==> config.mk <==
export PLATFORM = sky130hd
export DESIGN_NAME = noise_pattern_gen
export DESIGN_NICKNAME = d
export VERILOG_FILES = /design/src/rtl/noise_pattern_gen.sv
export SDC_FILE = /design/constraint.sdc
export NUM_CORES = 1
export LEC_CHECK = 0
export ABC_AREA = 0
export BUFFER_PORTS_ARGS = -buffer_cell sky130_fd_sc_hd__buf_4
export CAP_MARGIN = 10
export CORE_ASPECT_RATIO = 2
export CORE_MARGIN = 2
export CORE_UTILIZATION = 35
export CTS_CLUSTER_SIZE = 10
export DETAILED_ROUTE_END_ITERATION = 7
export PLACE_DENSITY_LB_ADDON = 0.3
export REMOVE_ABC_BUFFERS = 1
export SKIP_CTS_REPAIR_TIMING = 1
export SLEW_MARGIN = 20
export SYNTH_ARGS = -nofsm -noshare
export SYNTH_HDL_FRONTEND = slang
export SYNTH_SLANG_ARGS = --single-unit
==> constraint.sdc <==
create_clock -name clk -period 1.8 [get_ports clk]
set_input_delay 0.18 -clock clk [delete_from_list [all_inputs] [get_ports clk]]
set_output_delay 0.18 -clock clk [all_outputs]
set_load 0.01 [all_outputs]
==> src/rtl/noise_pattern_gen.sv <==
// PRBS7 serial test-stream transmitter with preamble and periodic error injection.
// Optional NOISE_GEN_MANUAL_INJ_EN adds an inject_now input for on-demand bit flips.
module noise_pattern_gen #(
    parameter int unsigned PRE_LEN    = 8,
    parameter int unsigned ERR_PERIOD = 16,
    parameter logic [6:0]  SEED       = 7'h7F,
    parameter int unsigned CNT_W      = 4
) (
    input  logic             clk,
    input  logic             reset,
    input  logic             enable,
    input  logic             inject_en,
`ifdef NOISE_GEN_MANUAL_INJ_EN
    input  logic             inject_now,
`endif
    output logic             out_bit,
    output logic             bit_valid,
    output logic             in_run,
    output logic             err_strobe,
    output logic [CNT_W-1:0] inj_count
);

    typedef enum logic [1:0] {IDLE, PRE, RUN} state_e;

    // An all-zero seed would lock the LFSR, so it falls back to all-ones.
    localparam logic [6:0]  SEED_L   = (SEED == 7'h00) ? 7'h7F : SEED;
    localparam logic [15:0] BIT_LAST = 16'(ERR_PERIOD - 1);
    localparam logic [7:0]  PRE_LAST = 8'(PRE_LEN);

    state_e             state_q, state_d;
    logic [6:0]         lfsr_q, lfsr_d;
    logic [15:0]        bit_cnt_q, bit_cnt_d;
    logic [7:0]         pre_cnt_q, pre_cnt_d;
    logic               out_q, out_d;
    logic               vld_q, vld_d;
    logic               run_q, run_d;
    logic               str_q, str_d;
    logic [CNT_W-1:0]   cnt_q, cnt_d;
    logic               raw;
    logic               flip;
    logic [6:0]         lfsr_nxt;

    assign raw      = lfsr_q[6];
    assign lfsr_nxt = {lfsr_q[5:0], lfsr_q[6] ^ lfsr_q[5]};

    always_ff @(posedge clk or negedge reset) begin
        if (!reset) begin
            state_q   <= IDLE;
            lfsr_q    <= SEED_L;
            bit_cnt_q <= '0;
            pre_cnt_q <= '0;
            out_q     <= 1'b0;
            vld_q     <= 1'b0;
            run_q     <= 1'b0;
            str_q     <= 1'b0;
            cnt_q     <= '0;
        end else begin
            state_q   <= state_d;
            lfsr_q    <= lfsr_d;
            bit_cnt_q <= bit_cnt_d;
            pre_cnt_q <= pre_cnt_d;
            out_q     <= out_d;
            vld_q     <= vld_d;
            run_q     <= run_d;
            str_q     <= str_d;
            cnt_q     <= cnt_d;
        end
    end

    always_comb begin
        state_d   = state_q;
        lfsr_d    = lfsr_q;
        bit_cnt_d = bit_cnt_q;
        pre_cnt_d = pre_cnt_q;
        cnt_d     = cnt_q;
        out_d     = 1'b0;
        vld_d     = 1'b0;
        run_d     = 1'b0;
        str_d     = 1'b0;
        flip      = 1'b0;
        if (!enable) begin
            state_d = IDLE;
        end else begin
            case (state_q)
                IDLE: begin
                    state_d   = PRE;
                    out_d     = 1'b1;
                    vld_d     = 1'b1;
                    pre_cnt_d = 8'd1;
                    lfsr_d    = SEED_L;
                end
                PRE: begin
                    vld_d = 1'b1;
                    if (pre_cnt_q == PRE_LAST) begin
                        // The transition edge already presents RUN bit 0, so the
                        // cleared counter resumes at 1.
                        state_d   = RUN;
                        run_d     = 1'b1;
                        out_d     = raw;
                        lfsr_d    = lfsr_nxt;
                        bit_cnt_d = 16'd1;
                    end else begin
                        out_d     = ~pre_cnt_q[0];
                        pre_cnt_d = pre_cnt_q + 8'd1;
                    end
                end
                RUN: begin
                    vld_d = 1'b1;
                    run_d = 1'b1;
                    flip  = inject_en && (bit_cnt_q == BIT_LAST);
`ifdef NOISE_GEN_MANUAL_INJ_EN
                    flip  = flip || inject_now;
`endif
                    out_d     = raw ^ flip;
                    str_d     = flip;
                    if (flip) cnt_d = cnt_q + 1'b1;
                    lfsr_d    = lfsr_nxt;
                    bit_cnt_d = (bit_cnt_q == BIT_LAST) ? 16'd0 : bit_cnt_q + 16'd1;
                end
                default: state_d = IDLE;
            endcase
        end
    end

    assign out_bit    = out_q;
    assign bit_valid  = vld_q;
    assign in_run     = run_q;
    assign err_strobe = str_q;
    assign inj_count  = cnt_q;

endmodule

## Yosys cells after proc, flatten, opt, wreduce, memory -nomap -nowiden

Cells that the tools add are included.

| cells by class | value |
|---|---|
| $add $sub $neg | 3 |
| eq/ne operators | 8 |
| muxes and demuxes | 20 |
| bitwise logic cells | 3 |
| reductions and logical operators | 11 |

Operators by type and width:

| operator | count |
|---|---|
| 16-bit two-way mux | 2 |
| 16-bit case mux with 2 select lines | 1 |
| 7-bit case mux with 3 select lines | 1 |
| 16-bit by 1-bit adder with 16-bit output (second input constant) | 1 |
| 16-bit by 4-bit equality test with 1-bit output (second input constant) | 1 |
| 8-bit case mux with 2 select lines | 1 |
| 3-bit AND reduction | 4 |
| 8-bit by 1-bit adder with 8-bit output (second input constant) | 1 |
| 8-bit by 4-bit equality test with 1-bit output (second input constant) | 1 |
| 1-bit two-way mux | 8 |
| 8-bit two-way mux | 1 |
| 7-bit two-way mux | 1 |
| 2-bit inequality test (second input constant) | 3 |
| 2-bit case mux with 3 select lines | 1 |
| 4-bit by 1-bit adder with 4-bit output (second input constant) | 1 |
| 2-bit two-way mux | 2 |
| 2-bit nonzero test | 2 |
| 3-bit inequality test (second input constant) | 1 |
| 1-bit case mux with 3 select lines | 1 |
| 3-bit nonzero test | 1 |
| 3-bit OR reduction | 1 |
| 2-bit by 1-bit equality test with 1-bit output (second input constant) | 1 |
| 2-bit equality test (second input constant) | 1 |
| 2-bit logical NOT | 1 |
| 5 further kinds | 6 |

| storage, ports and cells | value |
|---|---|
| flip-flop bits (word level) | 41 |
| input bits | 4 |
| logic and storage cells | 54 |

## Logic depth before layout (Yosys ltp)

| logic depth | value |
|---|---|
| depth after elaboration | 5 |
| mapped depth | 9 |
| mapped depth without buffers | 7 |

## Worst setup path before layout

Ideal clock, no wire load.

| timing | value |
|---|---|
| kind | reg2reg |
| from | register state_q[1] |
| to | register pre_cnt_q[7] |
| library setup time | 0.125 ns |
| arrival time | 1.748 ns |
| path slack | -0.073 ns |
| cell stages (with the launch flop) | 9 |
| path buffers | 1 |
| period minus slack after synthesis | 1.873 ns |
| path through | dfrtp_1 -> inv_1 -> ha_1 -> clkbuf_1 -> o21ai_0 -> a41oi_1 -> nand4_1 -> xor2_1 -> nor2_1 |

| between the ends | value |
|---|---|
| word-level cells in the longest chain between the ends | 3 |
| elaborated cells on any way between the ends | 6 |

Ends and longest elaborated chain:

| item | line | text |
|---|---|---|
| start: declaration | 30 | `state_e state_q, state_d;` |
| start signal: assignment | 58 | `state_q <= state_d;` |
| 2-bit by 1-bit equality test with 1-bit output or 2-bit logical NOT (tied branches) | 84 | `case (state_q)` |
| 2-bit inequality test (no line) or 2-bit nonzero test (tied branches) | -- |  |
| 3-bit AND reduction (no line) | -- |  |
| end signal: assignment | 61 | `pre_cnt_q <= pre_cnt_d;` |
| end: declaration | 33 | `logic [7:0] pre_cnt_q, pre_cnt_d;` |

Several ways; a longest one is shown, not always the timed one.
A chain may end at the register's enable or synchronous reset.

## Worst setup path after layout

| timing | value |
|---|---|
| from | register state_q[0] |
| to | register bit_cnt_q[6] |

| between the ends | value |
|---|---|
| word-level cells in the longest chain between the ends | 3 |
| elaborated cells on any way between the ends | 6 |

Ends and longest elaborated chain:

| item | line | text |
|---|---|---|
| 2-bit by 1-bit equality test with 1-bit output or 2-bit equality test (tied branches) | 84 |  |
| 2-bit inequality test (no line) or 2-bit nonzero test (tied branches) | -- |  |
| 3-bit AND reduction (no line) | -- |  |
| end signal: assignment | 60 | `bit_cnt_q <= bit_cnt_d;` |
| end: declaration | 32 | `logic [15:0] bit_cnt_q, bit_cnt_d;` |

Several ways; a longest one is shown, not always the timed one.

==> flow_metrics.tcl <==
set metrics [dict create \
    endpoint_kind "register" \
    arrival_ns 1.96 \
    skew_ns 0.00476 \
    port_buffers 11 \
    rsz0062_at_grt "yes" \
    crit_slowest_cell "dfrtp_2" \
    leakage_nw 1.44 \
    cp-start-kind "register" \
    dr_total_vias 1925 \
    gr-total-overflow 0 \
    synth-seq-cells 41 \
    postLayoutCellArea_mm2 0.00308 \
    grt_pass1_vias 1907 \
    critical_path_class "reg -> reg" \
    synthCells 224 \
    synth_edf_count 0 \
    area_growth_pct 38.0 \
    finalSetupViolations 0 \
    antenna_found_initial 0 \
    cts_max_path_buffers 2 \
    cts_made_buffers 5 \
    synth_top_area_frac 0.381 \
    start_util 0.357 \
    n_antenna_cell 0 \
    drive_gt1_frac 0.369 \
    yosys.area_share.simple 0.183 \
    hpwl_um 3760 \
    cp_num_cells 7 \
    setup_ws_ns 0.0428 \
    netSwitchingFraction 0.319 \
    vias_per_cell 5.27 \
    hold_viol_final 0 \
    rows 41 \
    slew_violations 0 \
    numClockSinks 41 \
    min_period_ns 1.76 \
    drv_cap 0 \
    synth-async-reset-ratio 1.00 \
    worstPathRequired_ns 2.00 \
    synth_area_leaders "dfrtp_1 (38%), dfstp_2 (8.2%), ha_1 (5.0%)" \
    syn_area_mm2 0.00223 \
    status "completed" \
    path_cells "inv_1 -> ha_1 -> inv_2 -> a41o_4 -> or2_4 -> buf_6 -> o31ai_2" \
    power_w 0.00361 \
    synth.largest_area_cell "dfrtp_1" \
    synth_xor_area_frac 0.0431 \
    nets 291 \
    die_w_um 60.5 \
    place.gp.congestion 0.825 \
    postSynthAreaPerCell_um2 9.97 \
    io_pins 12 \
    slew_headroom 0.641 \
    clk_latency_ns 0.29 \
    dp_slack_ns -0.0801 \
    h-tree-depth 2 \
    synth.area.mux_share 0.0190 \
    synth_top_family_by_area "compound AO/OA/AOI/OAI gates" \
    drc 0 \
    routed_wl_um 5500 \
    synth_ff_type "dfrtp_1" \
    reg2reg_depth 7 \
    track_usage 0.162 \
    powerDensity_mw_per_mm2 1170 \
    dieArea_mm2 0.00707 \
    worst_path_dominant_cell_family "compound AO/OA/AOI/OAI gates" \
    ant_nets 0 \
    grt_pass1_wl_um 8490 \
    period_share 0.976 \
    critical-path-max-stage-delay_ns 0.43 \
    holdPathStages 2 \
    synth_compound_area_frac 0.193 \
    max-vdd-ir-drop_mv 0.647 \
    place_area_mm2 0.00265 \
    power.net_switching_w 0.00115 \
    wl_per_cell_um 15.1 \
    grt_max_degree 42 \
    die_y_um 117 \
    tightestPinTransition_ns 0.538 \
    core-area_mm2 0.00626 \
    critical_path_buf_inv_count 3 \
    p_clk_frac 0.291 \
    max_freq_ghz 0.569 \
    hold_class "in -> reg" \
    first_iter_violations 55 \
    yosysSeqAreaShare 0.463 \
    synth_adder_area_share 0.0504 \
    path_max_fanout 7 \
    ctsRootBufferMaster "clkbuf_16" \
    pwr-share-seq 0.344 \
    dr.pass1.iters 5 \
    p_int_w 0.00245 \
    path_clk_slew_ns 0.06 \
    netlist-cell-type-count 42 \
    power_frac_comb 0.364 \
    yosysWarnings 0 \
    tritoncts "done" \
]
## logic make-up after synthesis
family / after synthesis
and+or+nand+nor: 74
AOI/OAI and AO/OA: 62
DFF: 41
buffers and inverters: 23
xor gates and xnor gates: 11
adders and majority gates: 9
muxes: 4
## state kept, by name, summed over array words and instances (netlist names)
name,flops
pre_cnt_q,8
bit_valid,1
lfsr_q,7
inj_count,4
in_run,1
err_strobe,1
out_bit,1
bit_cnt_q,16
state_q,2
## power groups by stage
stage                     Combinational [W]  Sequential (W)  Clock (W)
after floorplan                    0.000632         0.00126          0
after CTS                           0.00109         0.00124    0.00108
after global placement              0.00108         0.00125          0
after detailed placement            0.00109         0.00125          0
final                               0.00131         0.00124    0.00105
after global routing                0.00143         0.00126    0.00112
## final timing paths
| check | startpoint | end | slack (ns) |
|---|---|---|---|
| hold reg to reg | inj_count[3] | inj_count[3] | 0.47 |
| hold / removal | enable | pre_cnt_q[0] | 0.22 |
| max in group asynchronous | reset | state_q[0] | 0.97 |
| setup reg to reg | state_q[0] | bit_cnt_q[6] | 0.04 |
| setup / recovery | state_q[0] | bit_cnt_q[6] | 0.04 |
| min in group asynchronous | reset | bit_cnt_q[13] | 0.42 |
## synth_stat cells (2+ instances only)
library cell,n
a21oi_1,5
a31oi_1,5
a41o_1,2
a41oi_1,4
and3_1,4
and4_1,4
buf_2,2
buf_6,2
clkbuf_1,4
dfrtp_1,34
dfstp_2,7
ha_1,9
inv_1,13
mux2_2,2
mux2i_1,2
nand2_1,8
nand3_1,12
nand4_1,8
nor2_1,22
nor2b_1,6
nor4_1,3
o21ai_0,15
o21ai_1,13
o31ai_1,3
o31ai_2,7
o41ai_1,3
xnor2_1,4
xor2_1,7
## worst register-to-register path: cells and delay by family, from the launching register on
kind	cells	cell delay, ns
DFF	1	0.43
adders and majority gates	1	0.18
AOI/OAI and AO/OA	2	0.44
and+or+nand+nor	1	0.32
buffers and inverters	3	0.30
## per-stage QoR
step	hold WS, ns	instances	util	TNS (ns)
4_1_cts	-0.102	355	0.451	-0.744
2_1_floorplan	-0.116	214	-	-1.20
3_3_place_gp	0.208	347	0.423	-0.438
6_report	0.219	365	0.492	0
3_5_place_dp	0.207	347	0.423	-0.533
5_1_grt	0.226	365	0.492	-0.119
## placed cells by master (no fill, tap or decap), types with 7 or more instances in the layout
cell and count:
nor2_1 20, nand3_1 11, ha_1 7, dfstp_2 7, dfrtp_1 33, nand2_1 8, nand4_1 8, buf_4 48
inv_1 12, o21ai_1 14, o31ai_2 8, xor2_1 7, o21ai_0 13
## layer usage
metal,up-vias,part of all wire,GRT usage
met2,39,0.58,0.309
met4,0,0.039,0.0971
met1,950,0.35,0.151
met5,-,0,0
met3,13,0.023,0.0275
li1,923,-,-
## final cells by class
class	count	area (µm²)
Fill cell	611	3180
Multi-Input combinational cell	161	1250
Sequential cell	41	1040
Timing Repair Buffer	56	465
Clock buffer	7	143
Tap cell	86	108
Inverter	13	48.8
Clock inverter	1	30.0
Power figures use the tool's default switching activity.
